[config.mk]
export PLATFORM = sky130hd
export DESIGN_NAME = rtc_i2c_sequencer
export DESIGN_NICKNAME = d
export VERILOG_FILES = /design/src/rtl/rtc_pkg.sv /design/src/rtl/rtc_poll_timer.sv /design/src/rtl/rtc_i2c_sequencer.sv
export SDC_FILE = /design/constraint.sdc
export NUM_CORES = 1
export LEC_CHECK = 0
export CAP_MARGIN = 20
export CORE_MARGIN = 5
export CORE_UTILIZATION = 55
export DETAILED_ROUTE_END_ITERATION = 6
export DONT_BUFFER_PORTS = 1
export PLACE_DENSITY = 0.7
export RECOVER_POWER = 100
export REMOVE_ABC_BUFFERS = 1
export SYNTH_ARGS = -nofsm -noshare
export SYNTH_HDL_FRONTEND = slang
export SYNTH_SLANG_ARGS = --single-unit
[constraint.sdc]
create_clock -name sysclk -period 4.85 [get_ports sysclk]
set_input_delay 0.97 -clock sysclk [delete_from_list [all_inputs] [get_ports sysclk]]
set_output_delay 0.97 -clock sysclk [all_outputs]
set_load 0.05 [all_outputs]
[src/rtl/rtc_pkg.sv]
// rtl/rtc_pkg.sv - command encodings, states and transaction scripts for the PCF8563 sequencer
package rtc_pkg;

    localparam logic [2:0] OP_START     = 3'd0;
    localparam logic [2:0] OP_WRITE     = 3'd1;
    localparam logic [2:0] OP_READ_ACK  = 3'd2;
    localparam logic [2:0] OP_READ_NACK = 3'd3;
    localparam logic [2:0] OP_STOP      = 3'd4;

    localparam logic [7:0] REG_SECONDS = 8'h02;
    localparam logic [7:0] REG_MINUTES = 8'h03;

    typedef enum logic [2:0] {
        ST_IDLE,
        ST_ISSUE,
        ST_WAIT_RSP,
        ST_ABORT_STOP,
        ST_ABORT_WAIT
    } state_t;

    typedef enum logic {
        TXN_POLL,
        TXN_SET
    } txn_t;

    // Step indices; both scripts share START / device-write / register-pointer at 0..2.
    localparam logic [2:0] STEP_FIRST   = 3'd0;
    localparam logic [2:0] STEP_DEV_W   = 3'd1;
    localparam logic [2:0] STEP_REG     = 3'd2;
    localparam logic [2:0] STEP_RESTART = 3'd3;
    localparam logic [2:0] STEP_DEV_R   = 3'd4;
    localparam logic [2:0] STEP_RD_SEC  = 3'd5;
    localparam logic [2:0] STEP_RD_MIN  = 3'd6;
    localparam logic [2:0] STEP_SET_SEC = 3'd3;
    localparam logic [2:0] STEP_SET_MIN = 3'd4;

    function automatic logic [2:0] script_op(input txn_t txn, input logic [2:0] step);
        logic [2:0] op;
        op = OP_STOP;
        if (txn == TXN_POLL) begin
            case (step)
                STEP_FIRST, STEP_RESTART:        op = OP_START;
                STEP_DEV_W, STEP_REG, STEP_DEV_R: op = OP_WRITE;
                STEP_RD_SEC:                     op = OP_READ_ACK;
                STEP_RD_MIN:                     op = OP_READ_NACK;
                default:                         op = OP_STOP;
            endcase
        end else begin
            case (step)
                STEP_FIRST:                                          op = OP_START;
                STEP_DEV_W, STEP_REG, STEP_SET_SEC, STEP_SET_MIN:   op = OP_WRITE;
                default:                                             op = OP_STOP;
            endcase
        end
        return op;
    endfunction

endpackage

[src/rtl/rtc_poll_timer.sv]
// rtl/rtc_poll_timer.sv - free-running poll divider with a one-deep pending flag
module rtc_poll_timer #(
    parameter int POLL_DIV = 50_000_000
) (
    input  logic sysclk,
    input  logic reset,
    input  logic clear,
    output logic pending
);

    localparam int CW = $clog2(POLL_DIV);

    logic [CW-1:0] count;
    logic          wrap;

    assign wrap = (count == CW'(POLL_DIV - 1));

    // A wrap coinciding with a poll start re-arms the flag so that tick is not lost.
    always_ff @(posedge sysclk) begin
        if (reset) begin
            count   <= '0;
            pending <= 1'b0;
        end else begin
            count <= wrap ? '0 : count + CW'(1);
            if (wrap) begin
                pending <= 1'b1;
            end else if (clear) begin
                pending <= 1'b0;
            end
        end
    end

endmodule

[src/rtl/rtc_i2c_sequencer.sv]
// rtl/rtc_i2c_sequencer.sv - PCF8563 poll/set transaction sequencer driving a byte-level I2C engine
module rtc_i2c_sequencer
    import rtc_pkg::*;
#(
    parameter int         POLL_DIV = 50_000_000,
    parameter logic [6:0] DEV_ADDR = 7'h51
) (
    input  logic       sysclk,
    input  logic       reset,
    input  logic       set_req,
    input  logic [7:0] set_sec,
    input  logic [7:0] set_min,
    output logic       set_ack,
    output logic       set_done,
    output logic       cmd_valid,
    input  logic       cmd_ready,
    output logic [2:0] cmd_op,
    output logic [7:0] cmd_wdata,
    input  logic       rsp_valid,
    input  logic [7:0] rsp_rdata,
    input  logic       rsp_nack,
    output logic [6:0] second,
    output logic [6:0] minute,
    output logic       vl_flag,
    output logic       time_valid,
    output logic       err,
    output logic       busy
);

    localparam logic [7:0] ADDR_W = {DEV_ADDR, 1'b0};
    localparam logic [7:0] ADDR_R = {DEV_ADDR, 1'b1};

    state_t     state, state_nxt;
    txn_t       txn, txn_nxt;
    logic [2:0] step, step_nxt, step_adv;
    logic [7:0] sec_buf, sec_buf_nxt;
    logic [7:0] sec_wr, sec_wr_nxt;
    logic [7:0] min_wr, min_wr_nxt;
    logic [2:0] op_adv;
    logic [7:0] wdata_adv;
    logic       poll_pending, poll_start;

    logic       cmd_valid_nxt, set_ack_nxt, set_done_nxt, err_nxt, busy_nxt;
    logic [2:0] cmd_op_nxt;
    logic [7:0] cmd_wdata_nxt;
    logic [6:0] second_nxt, minute_nxt;
    logic       vl_flag_nxt, time_valid_nxt;

    function automatic logic [7:0] script_wdata(input txn_t t, input logic [2:0] s,
                                                input logic [7:0] sec, input logic [7:0] mn);
        logic [7:0] d;
        d = 8'h00;
        case (s)
            STEP_DEV_W: d = ADDR_W;
            STEP_REG:   d = REG_SECONDS;
            default:    d = 8'h00;
        endcase
        if (t == TXN_POLL && s == STEP_DEV_R)   d = ADDR_R;
        if (t == TXN_SET  && s == STEP_SET_SEC) d = sec;
        if (t == TXN_SET  && s == STEP_SET_MIN) d = mn;
        return d;
    endfunction

    rtc_poll_timer #(
        .POLL_DIV (POLL_DIV)
    ) u_poll_timer (
        .sysclk  (sysclk),
        .reset   (reset),
        .clear   (poll_start),
        .pending (poll_pending)
    );

    assign step_adv  = step + 3'd1;
    assign op_adv    = script_op(txn, step_adv);
    assign wdata_adv = script_wdata(txn, step_adv, sec_wr, min_wr);

    always_comb begin
        state_nxt      = state;
        txn_nxt        = txn;
        step_nxt       = step;
        sec_buf_nxt    = sec_buf;
        sec_wr_nxt     = sec_wr;
        min_wr_nxt     = min_wr;
        cmd_valid_nxt  = cmd_valid;
        cmd_op_nxt     = cmd_op;
        cmd_wdata_nxt  = cmd_wdata;
        second_nxt     = second;
        minute_nxt     = minute;
        vl_flag_nxt    = vl_flag;
        time_valid_nxt = time_valid;
        busy_nxt       = busy;
        set_ack_nxt    = 1'b0;
        set_done_nxt   = 1'b0;
        err_nxt        = 1'b0;
        poll_start     = 1'b0;

        case (state)
            ST_IDLE: begin
                if (set_req || poll_pending) begin
                    state_nxt     = ST_ISSUE;
                    step_nxt      = STEP_FIRST;
                    cmd_valid_nxt = 1'b1;
                    cmd_op_nxt    = OP_START;
                    cmd_wdata_nxt = 8'h00;
                    busy_nxt      = 1'b1;
                    if (set_req) begin
                        txn_nxt     = TXN_SET;
                        set_ack_nxt = 1'b1;
                        sec_wr_nxt  = set_sec;
                        min_wr_nxt  = set_min;
                    end else begin
                        txn_nxt    = TXN_POLL;
                        poll_start = 1'b1;
                    end
                end
            end
            ST_ISSUE: begin
                if (cmd_ready) begin
                    cmd_valid_nxt = 1'b0;
                    state_nxt     = ST_WAIT_RSP;
                end
            end
            ST_WAIT_RSP: begin
                if (rsp_valid) begin
                    if (cmd_op == OP_WRITE && rsp_nack) begin
                        state_nxt     = ST_ABORT_STOP;
                        cmd_valid_nxt = 1'b1;
                        cmd_op_nxt    = OP_STOP;
                        cmd_wdata_nxt = 8'h00;
                    end else if (cmd_op == OP_STOP) begin
                        state_nxt    = ST_IDLE;
                        busy_nxt     = 1'b0;
                        set_done_nxt = (txn == TXN_SET);
                    end else begin
                        // Seconds are parked until minutes arrive so the pair updates atomically.
                        if (cmd_op == OP_READ_ACK) begin
                            sec_buf_nxt = rsp_rdata;
                        end
                        if (cmd_op == OP_READ_NACK) begin
                            second_nxt     = sec_buf[6:0];
                            vl_flag_nxt    = sec_buf[7];
                            minute_nxt     = rsp_rdata[6:0];
                            time_valid_nxt = 1'b1;
                        end
                        step_nxt      = step_adv;
                        state_nxt     = ST_ISSUE;
                        cmd_valid_nxt = 1'b1;
                        cmd_op_nxt    = op_adv;
                        cmd_wdata_nxt = wdata_adv;
                    end
                end
            end
            ST_ABORT_STOP: begin
                if (cmd_ready) begin
                    cmd_valid_nxt = 1'b0;
                    state_nxt     = ST_ABORT_WAIT;
                end
            end
            ST_ABORT_WAIT: begin
                if (rsp_valid) begin
                    state_nxt = ST_IDLE;
                    busy_nxt  = 1'b0;
                    err_nxt   = 1'b1;
                end
            end
            default: state_nxt = ST_IDLE;
        endcase
    end

    always_ff @(posedge sysclk) begin
        if (reset) begin
            state      <= ST_IDLE;
            txn        <= TXN_POLL;
            step       <= STEP_FIRST;
            sec_buf    <= 8'h00;
            sec_wr     <= 8'h00;
            min_wr     <= 8'h00;
            cmd_valid  <= 1'b0;
            cmd_op     <= OP_STOP;
            cmd_wdata  <= 8'h00;
            second     <= 7'h00;
            minute     <= 7'h00;
            vl_flag    <= 1'b0;
            time_valid <= 1'b0;
            busy       <= 1'b0;
            set_ack    <= 1'b0;
            set_done   <= 1'b0;
            err        <= 1'b0;
        end else begin
            state      <= state_nxt;
            txn        <= txn_nxt;
            step       <= step_nxt;
            sec_buf    <= sec_buf_nxt;
            sec_wr     <= sec_wr_nxt;
            min_wr     <= min_wr_nxt;
            cmd_valid  <= cmd_valid_nxt;
            cmd_op     <= cmd_op_nxt;
            cmd_wdata  <= cmd_wdata_nxt;
            second     <= second_nxt;
            minute     <= minute_nxt;
            vl_flag    <= vl_flag_nxt;
            time_valid <= time_valid_nxt;
            busy       <= busy_nxt;
            set_ack    <= set_ack_nxt;
            set_done   <= set_done_nxt;
            err        <= err_nxt;
        end
    end

endmodule

==> run summary <==
Outcome -> finished clean
Most common cell after layout, fill and taps aside -> dfxtp_1
Slew @ Worst Pin -> 1.14 ns
Clock skew -> 0.0100 ns
Area grow syn2layout -> 4.93%
Vias in the first global route -> 3,011
Post-synth top area cell -> dfxtp_1
ANT cells -> 0
Post-synthesis simple-gate area fraction -> 24.7%
Worst IR Drop VDD -> 0.189 mV
Min-delay worst type -> flip-flop to flip-flop
Mapped cell area -> 3960 um2
Cts bufs inserted -> 9
Power Density -> 316 nW/um2
ANT nets after route -> 0
Rows -> 31
Die area -> 9000 um2
Post-synth EDFFs -> 0
Pre-CTS setup slack -> 2.24 ns
Kind of critical path -> flip-flop to flip-flop
Height of the die -> 94.9 um
Largest net degree at the start of global routing -> 64
Io pins -> 62
Via count -> 3,159
RSZ-0062 raised after global routing -> no
Clk slew on worst S/H paths -> 0.09 ns
Post-synthesis adder-cell area fraction -> 1.89%
Estimated wirelength of the detail-placed design -> 5830 um
Top-area cell type share of the netlist area -> 45.5%
Startpoint types -> flip-flop
Reg2reg start -> u_poll_timer.count[0]$_SDFF_PP0_
Mux cell area share after synthesis -> 7.14%
Detailed Routing Iterations Pass 1 -> 4
CTS tree -> built
Nets@finish -> 473
Layout cells sized above 1 -> 6.56%
Worst hold path depth -> 2
Initial cell density of the core -> 55.5%
Main combinational cell family by area after synthesis -> simple AND/OR/NAND/NOR gates
Max-cap viol count -> 0
IO Port Bufs -> 0
Yosys Warn Count -> 0
Routed vias/inst -> 5.84
Worst-case clock buffer depth -> 2
Total gr overflow -> 0
Pins Over Slew Limit -> 0
Final setup margin -> 1.99 ns
Total core area -> 7140 um2
Achievable frequency -> 0.349 GHz
Compound-Gate Fraction of Synth Area -> 13.9%
Post-synthesis area per instance -> 8.81 um2
R2R depth -> 6
Pwr Total -> 1.31 mW
Clk sink count -> 90
Max-slew headroom -> 24.3%
Final core utilization -> 58.3%
Ys flop type -> dfxtp_1
Seq/Total Area, Yosys -> 45.5%
GP Congestion -> 0.764
# resized after CTS -> 0
Area contributors post-synth -> dfxtp_1 45%, mux2i_1 6.6%, a21oi_1 5.4%, nand2_1 5.0%, nor2_1 4.4%
Ys async rst share -> 0%
Crit share post-route -> 59.0%
Critical path arrival -> 3.07 ns
CP Capture Type -> flip-flop
Post-Syn Instances -> 450
Finish-stage setup viols -> 0
Clk root buf -> clkbuf_8
CP max FO -> 18
Initial antenna violation count -> 0
First-pass GRT wire length -> 14,100 um
WP data required -> 5.06 ns
Hold Path Origin -> sec_wr[3]$_SDFFE_PP0P_
Crit. Startpoint -> u_poll_timer.count[0]$_SDFF_PP0_
DRC -> 0
Fin Setup TNS -> 0 ns
Most frequent cells in the layout -> 90 x dfxtp_1, 53 x nand2_1, 46 x nor2_1
Detailed Route WL -> 8390 um
#FFs+latches synth -> 90
DR iter-0 viols -> 125
Final-report hold violation count -> 0
Pleak -> 1.52 nW
H-tree depth -> 3
Clk_lat worst skew -> 0.36 ns
Fill cell count -> 678
Post-synthesis cell type count -> 53
Post-CTS setup buffer count -> 0
Post-Synth XOR/XNOR Area -> 3.09%
Tot GR Track Use -> 19.5%
Hold_ws -> 0.450 ns
Minimum clock period -> 2.86 ns
WL per Instance -> 15.5 um
Hold Buf Count CTS -> 0
Die Wd -> 94.9 um
cell usage after synthesis, types with 8 or more instances:
| library cell | instances |
|---|---|
| a21oi_1 | 43 |
| and3_1 | 11 |
| clkbuf_1 | 25 |
| dfxtp_1 | 90 |
| inv_1 | 10 |
| mux2i_1 | 26 |
| nand2_1 | 53 |
| nand3_1 | 12 |
| nand4_1 | 11 |
| nor2_1 | 46 |
| o21ai_0 | 12 |
| o31ai_1 | 8 |
path summary, 6_finish.rpt:
check	slack [ns]	to
setup / recovery	1.99	u_poll_timer.count[18]$_SDFF_PP0_
hold / removal	0.45	sec_wr[3]$_SDFFE_PP0P_
hold reg to reg	0.45	sec_wr[3]$_SDFFE_PP0P_
setup reg to reg	1.99	u_poll_timer.count[18]$_SDFF_PP0_
through the flow:
step | instances | cell area (um2)
final | 541 | 4160
after global routing | 541 | 4160
after CTS | 540 | 4180
after detailed placement | 524 | 4000
after global placement | 524 | 4000
after floorplan | 422 | 3850
layer usage:
layer / vias up / routed length [um] / share of wire, % / GRT usage [%]
met5: - / 0 / 0 / 0
met4: 0 / 58 / 0.69 / 7.33
met3: 5 / 497 / 5.9 / 5.26
met2: 65 / 4090 / 49 / 32.6
met1: 1506 / 3750 / 45 / 23.9
li1: 1583 / - / - / -
critical path: stages (launching register included):
cell and delay (ns):
dfxtp_1 0.38, ha_1 0.21, and4_1 0.32, nand4_1 0.14, o41ai_1 0.89, clkbuf_1 0.67, a21oi_1 0.10
power by group:
group          switching (mW)  total [mW]  internal, mW
Clock                   0.275       0.465         0.190
Combinational          0.0412      0.0647        0.0235
Sequential             0.0289       0.785         0.756
layout make-up:
| class | count | area [um2] | area share, % |
|---|---|---|---|
| Multi-Input combinational cell | 322 | 2000 | 48.1 |
| Sequential cell | 90 | 1800 | 43.3 |
| Clock buffer | 9 | 124 | 2.98 |
| Tap cell | 99 | 124 | 2.98 |
| Clock inverter | 7 | 51.3 | 1.23 |
| Inverter | 10 | 37.5 | 0.903 |
| Timing Repair Buffer | 4 | 18.8 | 0.451 |
cell families after synthesis:
family	count (synthesis)
AO/OA/AOI/OAI	87
XOR/XNOR	14
adder cells (fa/ha/maj)	6
buffers and inverters	38
flip-flops	90
multiplexers	27
AND/OR/NAND/NOR	188
sequential cells by signal, indices dropped and copies added, names as in the netlist:
| name | count |
|---|---|
| min_wr | 8 |
| cmd_wdata | 8 |
| cmd_op | 3 |
| u_poll_timer.count | 26 |
| txn | 1 |
| step | 3 |
| cmd_valid | 1 |
| time_valid | 1 |
| set_ack | 1 |
| vl_flag | 1 |
| busy | 1 |
| minute | 7 |
| state | 3 |
| sec_wr | 8 |
| u_poll_timer.pending | 1 |
| err | 1 |
| set_done | 1 |
| sec_buf | 8 |
| second | 7 |
No activity file was read; power rests on OpenSTA's default activity.
